**src/rtl/joypad_matrix_io_if.sv**
```systemverilog
// ----------------------------------------------------------------------------
// joypad_matrix_io_if
//   CPU-side register bus for the joypad matrix port.
//   master : CPU / bus fabric (drives wr, rd, din, irq_ack)
//   slave  : joypad_matrix_io (drives dout, irq, wake)
//   Signals:
//     wr       register write strobe (one cycle)
//     rd       register read enable
//     din[7:0] write data, select bits sit directly above the return bits
//     dout[7:0] read data, 8'hFF when rd is low
//     irq      sticky joypad interrupt flag
//     irq_ack  clears irq
//     wake     level, any selected key pressed
// ----------------------------------------------------------------------------
interface joypad_matrix_io_if;
    logic       wr;
    logic       rd;
    logic [7:0] din;
    logic [7:0] dout;
    logic       irq;
    logic       irq_ack;
    logic       wake;

    modport master (
        output wr, rd, din, irq_ack,
        input  dout, irq, wake
    );

    modport slave (
        input  wr, rd, din, irq_ack,
        output dout, irq, wake
    );
endinterface

```
**src/rtl/joypad_matrix_io.sv**
```systemverilog
// ----------------------------------------------------------------------------
// joypad_matrix_io
//   Joypad matrix port: NSEL active-low select lines drive the key matrix,
//   NIN active-low return lines are synchronised, optionally debounced and
//   read back over the CPU register bus. Raises a sticky interrupt on a
//   falling edge of any return line while at least one select is active,
//   freezes edge detection for SETTLE cycles after a select change, and
//   provides a STOP-mode wake level.
//
//   Optional feature: define JOYPAD_DEBOUNCE_EN to add per-bit debounce
//   counters (view = debounced copy). Without it the view is the raw
//   synchronised value.
//
//   Ports:
//     clk      system clock, all state on rising edge
//     nreset   asynchronous active-low reset
//     bus      joypad_matrix_io_if.slave (wr, rd, din, dout, irq, irq_ack, wake)
//     p_sel_n  select drive, active-low, registered copy of the select register
//     p_in     raw asynchronous return lines, 0 = pressed
// ----------------------------------------------------------------------------
module joypad_matrix_io #(
    parameter int NSEL      = 2,
    parameter int NIN       = 4,
    parameter int SYNC      = 2,
    parameter int DB_CYCLES = 16,
    parameter int SETTLE    = 4
) (
    input  logic              clk,
    input  logic              nreset,
    joypad_matrix_io_if.slave bus,
    output logic [NSEL-1:0]   p_sel_n,
    input  logic [NIN-1:0]    p_in
);
    localparam int SCW = (SETTLE > 1) ? $clog2(SETTLE) : 1;
    localparam logic [SCW-1:0] SETTLE_LOAD = SCW'(SETTLE - 1);

    typedef enum logic {
        ST_IDLE   = 1'b0,
        ST_SETTLE = 1'b1
    } state_t;

    state_t                   state_reg, state_next;
    logic [SCW-1:0]           settle_cnt_reg, settle_cnt_next;
    logic [NSEL-1:0]          sel_reg;
    logic [NSEL-1:0]          p_sel_n_reg;
    logic [SYNC-1:0][NIN-1:0] sync_reg;
    logic [NIN-1:0]           view_prev_reg;
    logic                     irq_reg;
    logic                     wake_reg;

    logic [NSEL-1:0]          din_sel;
    logic [NIN-1:0]           sync_val;
    logic [NIN-1:0]           view;
    logic                     sel_change;
    logic                     frozen;
    logic                     sel_active;
    logic                     edge_hit;
    logic [7:0]               rd_word;

    assign din_sel    = bus.din[NIN+NSEL-1:NIN];
    assign sel_change = bus.wr && (din_sel != sel_reg);
    assign frozen     = (state_reg == ST_SETTLE);
    assign sel_active = |(~sel_reg);
    assign sync_val   = sync_reg[SYNC-1];

    // ------------------------------------------------------------------
    // Settle FSM: any select change (even inside the window) restarts it.
    // ------------------------------------------------------------------
    always_ff @(posedge clk or negedge nreset) begin
        if (!nreset) begin
            state_reg      <= ST_IDLE;
            settle_cnt_reg <= '0;
        end else begin
            state_reg      <= state_next;
            settle_cnt_reg <= settle_cnt_next;
        end
    end

    always_comb begin
        state_next      = state_reg;
        settle_cnt_next = settle_cnt_reg;
        if (sel_change) begin
            state_next      = ST_SETTLE;
            settle_cnt_next = SETTLE_LOAD;
        end else if (state_reg == ST_SETTLE) begin
            if (settle_cnt_reg == '0) begin
                state_next = ST_IDLE;
            end else begin
                settle_cnt_next = settle_cnt_reg - 1'b1;
            end
        end
    end

    // ------------------------------------------------------------------
    // Input synchroniser: stage 0 samples the pins, last stage is used.
    // ------------------------------------------------------------------
    always_ff @(posedge clk or negedge nreset) begin
        if (!nreset) begin
            sync_reg <= '1;
        end else begin
            sync_reg <= {sync_reg[SYNC-2:0], p_in};
        end
    end

`ifdef JOYPAD_DEBOUNCE_EN
    localparam int DBW = $clog2(DB_CYCLES);
    localparam logic [DBW-1:0] DB_LAST = DBW'(DB_CYCLES - 1);

    logic [NIN-1:0] stable_vec;

    // Each return bit follows its synchronised value only after it has
    // disagreed for DB_CYCLES consecutive cycles. While settling after a
    // select change the debounced copy is forced to the synchronised value
    // so stale column data never has to age out.
    for (genvar gi = 0; gi < NIN; gi++) begin : g_db
        logic [DBW-1:0] cnt_reg;
        logic           stable_reg;

        always_ff @(posedge clk or negedge nreset) begin
            if (!nreset) begin
                cnt_reg    <= '0;
                stable_reg <= 1'b1;
            end else if (frozen) begin
                cnt_reg    <= '0;
                stable_reg <= sync_val[gi];
            end else if (sync_val[gi] == stable_reg) begin
                cnt_reg    <= '0;
            end else if (cnt_reg == DB_LAST) begin
                cnt_reg    <= '0;
                stable_reg <= sync_val[gi];
            end else begin
                cnt_reg    <= cnt_reg + 1'b1;
            end
        end

        assign stable_vec[gi] = stable_reg;
    end

    assign view = stable_vec;
`else
    assign view = sync_val;
`endif

    // Falling edge on any return bit, only outside the settle window and
    // only while some column is actually selected.
    assign edge_hit = !frozen && sel_active && (|(view_prev_reg & ~view));

    // ------------------------------------------------------------------
    // Select register, pin drive, interrupt and wake.
    // ------------------------------------------------------------------
    always_ff @(posedge clk or negedge nreset) begin
        if (!nreset) begin
            sel_reg       <= '1;
            p_sel_n_reg   <= '1;
            view_prev_reg <= '1;
            irq_reg       <= 1'b0;
            wake_reg      <= 1'b0;
        end else begin
            if (bus.wr) begin
                sel_reg <= din_sel;
            end
            p_sel_n_reg   <= sel_reg;
            view_prev_reg <= view;
            // A new edge wins over a simultaneous acknowledge.
            if (edge_hit) begin
                irq_reg <= 1'b1;
            end else if (bus.irq_ack) begin
                irq_reg <= 1'b0;
            end
            wake_reg <= sel_active & (|(~view));
        end
    end

    // Read word: unused upper bits read as 1.
    always_comb begin
        rd_word                  = '1;
        rd_word[NIN-1:0]         = view;
        rd_word[NIN+NSEL-1:NIN]  = sel_reg;
    end

    assign bus.dout = bus.rd ? rd_word : 8'hFF;
    assign bus.irq  = irq_reg;
    assign bus.wake = wake_reg;
    assign p_sel_n  = p_sel_n_reg;

endmodule

```
**src/flat_wrapper.sv**
```systemverilog
// flat-port wrapper written by rule: the top's interface ports become plain ports
module joypad_matrix_io_flat 
#(
    parameter int NSEL      = 2,
    parameter int NIN       = 4,
    parameter int SYNC      = 2,
    parameter int DB_CYCLES = 16,
    parameter int SETTLE    = 4
)
  (clk, nreset, p_sel_n, p_in, bus_wr, bus_rd, bus_din, bus_irq_ack, bus_dout, bus_irq, bus_wake);
  joypad_matrix_io_if bus_i ();
  input  logic clk;
  input  logic nreset;
  output logic [NSEL-1:0] p_sel_n;
  input  logic [NIN-1:0] p_in;
  input wire logic [$bits(bus_i.wr)-1:0] bus_wr;
  input wire logic [$bits(bus_i.rd)-1:0] bus_rd;
  input wire logic [$bits(bus_i.din)-1:0] bus_din;
  input wire logic [$bits(bus_i.irq_ack)-1:0] bus_irq_ack;
  output wire logic [$bits(bus_i.dout)-1:0] bus_dout;
  output wire logic [$bits(bus_i.irq)-1:0] bus_irq;
  output wire logic [$bits(bus_i.wake)-1:0] bus_wake;
  assign bus_i.wr = bus_wr;
  assign bus_i.rd = bus_rd;
  assign bus_i.din = bus_din;
  assign bus_i.irq_ack = bus_irq_ack;
  assign bus_dout = bus_i.dout;
  assign bus_irq = bus_i.irq;
  assign bus_wake = bus_i.wake;
  joypad_matrix_io #(.NSEL(NSEL), .NIN(NIN), .SYNC(SYNC), .DB_CYCLES(DB_CYCLES), .SETTLE(SETTLE)) u_core (.clk(clk), .nreset(nreset), .bus(bus_i), .p_sel_n(p_sel_n), .p_in(p_in));
endmodule
```
**config.mk**
```make
export PLATFORM = sky130hd
export DESIGN_NAME = joypad_matrix_io_flat
export DESIGN_NICKNAME = d
export VERILOG_FILES = /design/src/rtl/joypad_matrix_io_if.sv /design/src/rtl/joypad_matrix_io.sv /design/src/flat_wrapper.sv
export SDC_FILE = /design/constraint.sdc
export NUM_CORES = 1
export LEC_CHECK = 0
export CORE_ASPECT_RATIO = 0.7
export CORE_MARGIN = 10
export CORE_UTILIZATION = 37
export DETAILED_ROUTE_END_ITERATION = 8
export PLACE_DENSITY_LB_ADDON = 0.25
export SLEW_MARGIN = 20
export SYNTH_ARGS = -nofsm -noshare
export SYNTH_HDL_FRONTEND = slang
export SYNTH_SLANG_ARGS = --single-unit
export TNS_END_PERCENT = 10
```
**constraint.sdc**
```tcl
create_clock -name clk -period 1.1 [get_ports clk]
set_input_delay 0.11 -clock clk [delete_from_list [all_inputs] [get_ports clk]]
set_output_delay 0.11 -clock clk [all_outputs]
set_load 0.02 [all_outputs]
```
Word-level counts from Yosys, hierarchy flattened --
Cells that the tools add are included.
Storage, ports and cells: memories 0, memory bits (read-only) 0, register bits after elaboration 21, bits in latches 0, logic and storage cells 36, input bits 17, bits in writable memories 0
Cells by class: add/sub/neg operators 1, multiplexer cells 9, multiply operators 0, reductions and logical operators 11, divide/modulo/power cells 0, magnitude comparators 0, bitwise logic cells 4, shift operators 0, equality and inequality tests 2
Operator list (number):
- $reduce_or A4 Y1 | 2
- $mux W2 | 3
- $mux W6 | 1
- $mux W1 | 5
- $and A4 B4 Y4 | 1
- $not A4 Y4 | 1
- $reduce_bool A2 Y1 | 2
- $logic_and A1 B1 Y1 | 3
- $logic_not A2 Y1 | 1
- $ne A2 B1 Y1 const B | 1
- $ne A2 B2 Y1 | 1
- $not A2 Y2 | 1
- $reduce_and A2 Y1 | 1
- $reduce_or A2 Y1 | 1
- $sub A2 B1 Y2 const B | 1
- $and A1 B1 Y1 | 1
- $logic_not A1 Y1 | 1

Longest topological paths before layout --
Gate-level depths: netlist (run 1).
depth in word-level cells 5, gate-level depth with buffers 5

Least setup slack after synthesis (run 1) --
OpenSTA, ideal clock, no wires.
path type reg-to-reg, start point reg u_core.sync_reg (netlist bit u_core.sync_val[0]), end point reg u_core.irq_reg (netlist: u_core.bus.irq), path buffers 0, setup time 129 ps, clock period less this slack 1108 ps, slack -8 ps, data required time 971 ps, arrival time 978 ps, stages on the path, launching flop included 4, cell sequence dfstp_2 > nor2b_1 > a2111oi_2 > o32ai_1
On the way: word-level cells in the longest chain between the ends 5, elaborated cells on any way between the ends 6, those cells by class mux (1); bitwise (2); reduce/logical (3)
RTL lines:
- start: declaration | line joypad_matrix_io.sv:46 | logic [SYNC-1:0][NIN-1:0] sync_reg;
- start signal: assignment | line joypad_matrix_io.sv:101 | sync_reg <= {sync_reg[SYNC-2:0], p_in};
- $not A4 Y4 (*) | line joypad_matrix_io.sv:146 | assign edge_hit = !frozen && sel_active && (|(view_prev_reg & ~view));
- $and A4 B4 Y4 (*) | line joypad_matrix_io.sv:146
- $reduce_or A4 Y1 (*) | line joypad_matrix_io.sv:146
- $logic_and A1 B1 Y1 (*) | line joypad_matrix_io.sv:146
- $mux W1 / $reduce_bool A2 Y1 (equally long branches)
- end signal: assignment | line joypad_matrix_io.sv:156 | irq_reg <= 1'b0;
- end signal: assignment | line joypad_matrix_io.sv:166 | irq_reg <= 1'b1;
- end signal: assignment | line joypad_matrix_io.sv:168 | irq_reg <= 1'b0;
- end: declaration | line joypad_matrix_io.sv:48 | logic irq_reg;
Every way passes the cells marked *; elsewhere a longest branch is shown, timed or not. A chain may end at the register's enable or synchronous reset.

Worst setup path in the final report (run 1) --
start point reg u_core.sync_reg (netlist bit u_core.sync_val[1]), end point reg u_core.irq_reg (netlist: u_core.bus.irq)
Same word-level chain as after synthesis.

==> results_dict.tcl, run 1 <==
set metrics [dict create \
    status "complete, but fails checks" \
    violations "setup timing" \
    drive_above_1_share_pct 55.4 \
    antenna_found_initial 0 \
    rows 13 \
    min_path_type "in -> async" \
    routed-via-count 471 \
    dp_slack_ns -0.404 \
    clk_latency_ns 0.30 \
    routabilityCongestion 0.753 \
    synth_common_cells "dfstp_2, nand2b_1, dfrtp_1, inv_1, nand2_1" \
    yosysMostFrequentCell "dfstp_2" \
    hold_violations 0 \
    setup_tns_ns -0.744 \
    core_sq_mm 0.00190 \
    ctsHoldBuffers 0 \
    crit_fanout 3 \
    whs_ns 0.146 \
    arrival_ns 1.41 \
    vias_per_cell 4.49 \
    synth_ff_type "dfstp_2" \
    fin_nets 102 \
    drcViolationCount 0 \
    crit_type "reg -> reg" \
    ant_nets 0 \
    yosys_warnings 0 \
    final_area_sq_mm 0.00112 \
    synth.distinct_cells 18 \
    wire_per_inst_um 13.7 \
    finalMaxSlewViolations 0 \
    ctsLongestPathBuffers 2 \
    grt_pass1_wl_mm 2.48 \
    initial_core_util_pct 40.1 \
    synth_edf_count 0 \
    clk_pin_slew_worst_paths_ns 0.11 \
    yosys.area.top_type "dfstp_2" \
    synth_area_sq_um 763 \
    area_delta_synth_final_pct 46.4 \
    die_h_um 58 \
    grt_pass1_vias 505 \
    place_area_sq_mm 0.00104 \
    synth-seq-cells 21 \
    post-route-period-util_pct 112 \
    drtIter0Drc 12 \
    dp.cells 101 \
    setup_viol 9 \
    fmax_ghz 0.813 \
    synth_top_area_share_pct 55.1 \
    post-cts-setup-buffers 0 \
    numCtsBuffers 3 \
    wirelength_mm 1.43 \
    grt_max_degree 22 \
    pwr_density_cell_mw_per_mm2 1600 \
    ys_top_cells_by_area "dfstp_2, dfrtp_1, nand2b_1" \
    ios 29 \
    avgSynthCellArea_sq_um 14.4 \
    cts.sinks 21 \
    crit_required_ns 1.28 \
    stdcell_count 105 \
    cts_max_level 1 \
    ir_worst_vdd_mv 1.05 \
    cts-root-buf "clkbuf_4" \
    dieArea_sq_mm 0.00431 \
    die_w_um 74.3 \
    synth_cells 53 \
    cap_violations 0 \
    fillCellCount 165 \
    end_kind "flip-flop" \
    overflow 0 \
    ys_async_sr_fraction_pct 100 \
    antenna_cells 0 \
    tritoncts "done" \
    numPortBuffers 20 \
    min_period_ns 1.23 \
    leakage_nw 0.485 \
    synth-seq-area-share_pct 71.5 \
    finClkSkew_ns 0.00669 \
    hpwlAfterDp_mm 1.08 \
    grt_setup_unrepaired "yes" \
    first_pass_iters 4 \
    cp-start-kind "flip-flop" \
    final.setup.worst_slack_ns -0.130 \
    grt.total_usage_pct 7.70 \
]
-- report_power, final --
part	internal, mW	leakage (nW)	switching [mW]
sequential	0.907	0.223	0.0473
combinational	0.238	0.244	0.240
clock	0.135	0.0177	0.216
total	1.28	0.485	0.503
-- through the flow --
step | utilization [%] | power [mW]
floorplan | - | 1.22
global placement | 54.9 | 1.41
detailed placement | 54.9 | 1.42
CTS | 57.3 | 1.80
global route | 58.7 | 1.93
finish | 58.7 | 1.78
-- metal layers --
layer  vias up  GRT usage (%)  wire [um]
li1        226              -          -
met1       225           8.65        586
met2        16           11.0        664
met3         4           5.44        160
met4         0           3.13         23
met5         -              0          0
-- critical path, stage by stage (launching register included) --
cell and delay [ns]:
dfstp_2 0.57, inv_2 0.04, buf_4 0.13, a2111oi_4 0.26, o32ai_1 0.11
-- final timing paths --
path / cells after the start / slack, ns / from / end
hold reg to reg: 0 / 0.36 / u_core.sync_reg[0] / u_core.sync_val[0]
setup / recovery: 4 / -0.13 / u_core.sync_val[1] / u_core.bus.irq
hold / removal: 2 / 0.15 / nreset / u_core.bus.wake
min in group clk: 1 / 0.20 / p_in[2] / u_core.sync_reg[2]
setup reg to reg: 4 / -0.13 / u_core.sync_val[1] / u_core.bus.irq
max in group asynchronous: 2 / 0.75 / nreset / u_core.view_prev_reg[0]
-- cells in the final DEF, fill, tap and decap left out, drive strengths merged, types with 3 or more instances in the layout --
cell           synthesis  layout
nand2b                 6       6
dfstp                 16      16
buf                    2      15
clkdlybuf4s50          0      10
nand2                  4       4
clkbuf                 0       5
inv                    4       4
nor2b                  3       3
dfrtp                  5       5
-- cell type report --
cell class / count / area, sq um / share of cell area [%]
Sequential cell: 21 / 546 / 48.8
Timing Repair Buffer: 27 / 269 / 24.1
Multi-Input combinational cell: 27 / 233 / 20.8
Tap cell: 22 / 27.5 / 2.46
Clock buffer: 3 / 22.5 / 2.02
Inverter: 4 / 15.0 / 1.34
Clock inverter: 1 / 5.00 / 0.448
-- cells by family (layout without fill, tap and decap cells) --
| family | Yosys count | count (layout) | synth area share, % |
|---|---|---|---|
| AO/OA/AOI/OAI | 5 | 5 | 5.90 |
| other | 1 | 2 | 0.491 |
| AND/OR/NAND/NOR | 14 | 14 | 10.2 |
| adder cells (fa/ha/maj) | 1 | 1 | 1.64 |
| buffers and inverters | 6 | 35 | 3.93 |
| multiplexers | 2 | 2 | 2.95 |
| flip-flops | 21 | 21 | 71.5 |
| XOR/XNOR | 3 | 3 | 3.44 |
-- timing repair --
action / CTS / global route
gates cloned: 0 / 0
endpoints found under the setup margin: 14 / 14
pin swaps: 2 / 2
gates resized for setup: 53 / 9
Note: power is estimated with default switching activity, not from simulation.
==> run 2: changes to the inputs <==
HOLD_SLACK_MARGIN = 0.05   (was default)
==> results of run 2 <==
Same layout as run 1: the final DEF is identical, and so are final timing and power.
==> run 3: changes to the inputs <==
CORE_UTILIZATION = 41   (was 37)
SKIP_CTS_REPAIR_TIMING = 1   (was default)
clock period = 1.3 ns   (was 1.1 ns; I/O delays follow)
==> run 3 against run 2 <==
Against the previous run: the run still ends with setup timing left; cell area fell by 4.7%; setup slack gained 0.12 ns; first-iteration DRC count grew to 4.2 times the previous value; critical path type unchanged; largest cell class unchanged.
==> results_dict.tcl, run 3 (synthesis gave the netlist of run 1 again) <==
set metrics [dict create \
    min_path_type "in -> async" \
    crit_required_ns 1.49 \
    hold_violations 0 \
    drcViolationCount 0 \
    finClkSkew_ns 0.00254 \
    violations "setup timing" \
    final_common_cell "dfstp_2" \
    cp-start-kind "flip-flop" \
    grt_max_degree 22 \
    switching_share_pct 28.0 \
    clkPwrFrac_pct 21.0 \
    setup_tns_ns -0.00634 \
    die_w_um 71.6 \
    area_delta_synth_final_pct 39.5 \
    initial_core_util_pct 45.8 \
    finalMaxSlewViolations 0 \
    slowest_stage "dfstp_2" \
    antenna_cells 0 \
    routed-via-count 495 \
    layout_common_cells "dfstp_2, clkdlybuf4s50_1, buf_4, nand2b_1, dfrtp_1" \
    rows 12 \
    numCtsBuffers 3 \
    p_int_mw 1.07 \
    hpwlAfterDp_mm 1.15 \
    pwr_density_cell_mw_per_mm2 1400 \
    cts-root-buf "clkbuf_4" \
    arrival_ns 1.50 \
    core_sq_mm 0.00167 \
    drive_above_1_share_pct 44.0 \
    tritoncts "done" \
    numPortBuffers 20 \
    status "complete, but fails checks" \
    drtIter0Drc 50 \
    power_frac_comb_pct 25.3 \
    final_area_sq_mm 0.00106 \
    cp_cell_sequence "buf_4 -> nor2b_1 -> a2111oi_2 -> o32ai_1" \
    seqPwrFrac_pct 53.7 \
    crit_fanout 3 \
    ios 29 \
    cts.sinks 21 \
    grt_setup_unrepaired "yes" \
    die_h_um 56.1 \
    clk_latency_ns 0.30 \
    stdcell_count 105 \
    clk_pin_slew_worst_paths_ns 0.11 \
    end_kind "flip-flop" \
    crit_type "reg -> reg" \
    first_pass_iters 2 \
    power_switching_mw 0.417 \
    overflow 0 \
    ir_worst_vdd_mv 1.06 \
    antenna_found_initial 0 \
    place_area_sq_mm 0.00104 \
    post-route-period-util_pct 100 \
    fmax_ghz 0.765 \
    cpPeakStageDelay_ns 0.54 \
    grt.total_usage_pct 7.55 \
    setup_viol 1 \
    wirelength_mm 1.43 \
    leakage_nw 0.496 \
    ant_nets 0 \
    dieArea_sq_mm 0.00402 \
    dp.cells 101 \
    wire_per_inst_um 13.6 \
    grt_pass1_wl_mm 2.35 \
    ctsLongestPathBuffers 2 \
    final.setup.worst_slack_ns -0.00634 \
    min_period_ns 1.31 \
    fin_nets 103 \
    vias_per_cell 4.71 \
    cap_violations 0 \
    grt_pass1_vias 538 \
    cts_max_level 1 \
    routabilityCongestion 0.695 \
]
==> run 3: layout make-up <==
class | count | area [sq um]
sequential | 21 | 546
clock inverter | 1 | 6.26
tap | 21 | 26.3
fill | 129 | 602
clock buffer | 3 | 22.5
multi-input combinational | 27 | 191
timing repair buffer | 28 | 258
inverter | 4 | 15.0
==> run 3: power by group through the flow <==
stage / registers (mW) / logic [mW] / clock network [mW]
2_1_floorplan: 0.842 / 0.190 / 0
3_3_place_gp: 0.810 / 0.379 / 0
3_5_place_dp: 0.815 / 0.392 / 0
4_1_cts: 0.803 / 0.393 / 0.332
5_1_grt: 0.813 / 0.417 / 0.364
6_report: 0.801 / 0.377 / 0.313
==> run 3: stage by stage <==
stage | setup slack (ns) | power [mW] | util, % | hold WS, ns
after detailed placement | -0.197 | 1.21 | 62.3 | 0.347
final | -0.00634 | 1.49 | 63.9 | 0.148
after global routing | -0.121 | 1.59 | 63.9 | 0.155
after floorplan | 0.192 | 1.03 | - | -0.166
after CTS | -0.442 | 1.53 | 64.0 | 0.147
after global placement | -0.175 | 1.19 | 62.3 | 0.346
==> run 3: worst paths after layout <==
| kind | startpoint | to | slack, ns | depth (start not counted) |
|---|---|---|---|---|
| max in group asynchronous | nreset | u_core.view_prev_reg[0] | 0.89 | 2 |
| worst min-delay path | nreset | u_core.settle_cnt_reg[0] | 0.15 | 2 |
| worst max register to register | u_core.sync_val[0] | u_core.bus.irq | -0.006 | 4 |
| worst max-delay path | u_core.sync_val[0] | u_core.bus.irq | -0.006 | 4 |
| min in group clk | p_in[1] | u_core.sync_reg[1] | 0.22 | 1 |
| worst min register to register | u_core.sync_reg[1] | u_core.sync_val[1] | 0.36 | 0 |
==> run 3: worst max-delay path, delay by kind of cell (launching register included) <==
family                 cells  cell delay (ns)
flip-flops                 1             0.54
AO/OA/AOI/OAI              2             0.50
buffers and inverters      1             0.11
AND/OR/NAND/NOR            1             0.04
==> run 3: layer usage <==
layer / up-vias / share of wire [%] / global-route usage (%) / wire, um
met4: 0 / 0.77 / 2.47 / 11
met1: 248 / 38 / 7.03 / 540
li1: 230 / - / - / -
met5: - / 0 / 0 / 0
met2: 15 / 51 / 12.6 / 727
met3: 2 / 10 / 5.52 / 150
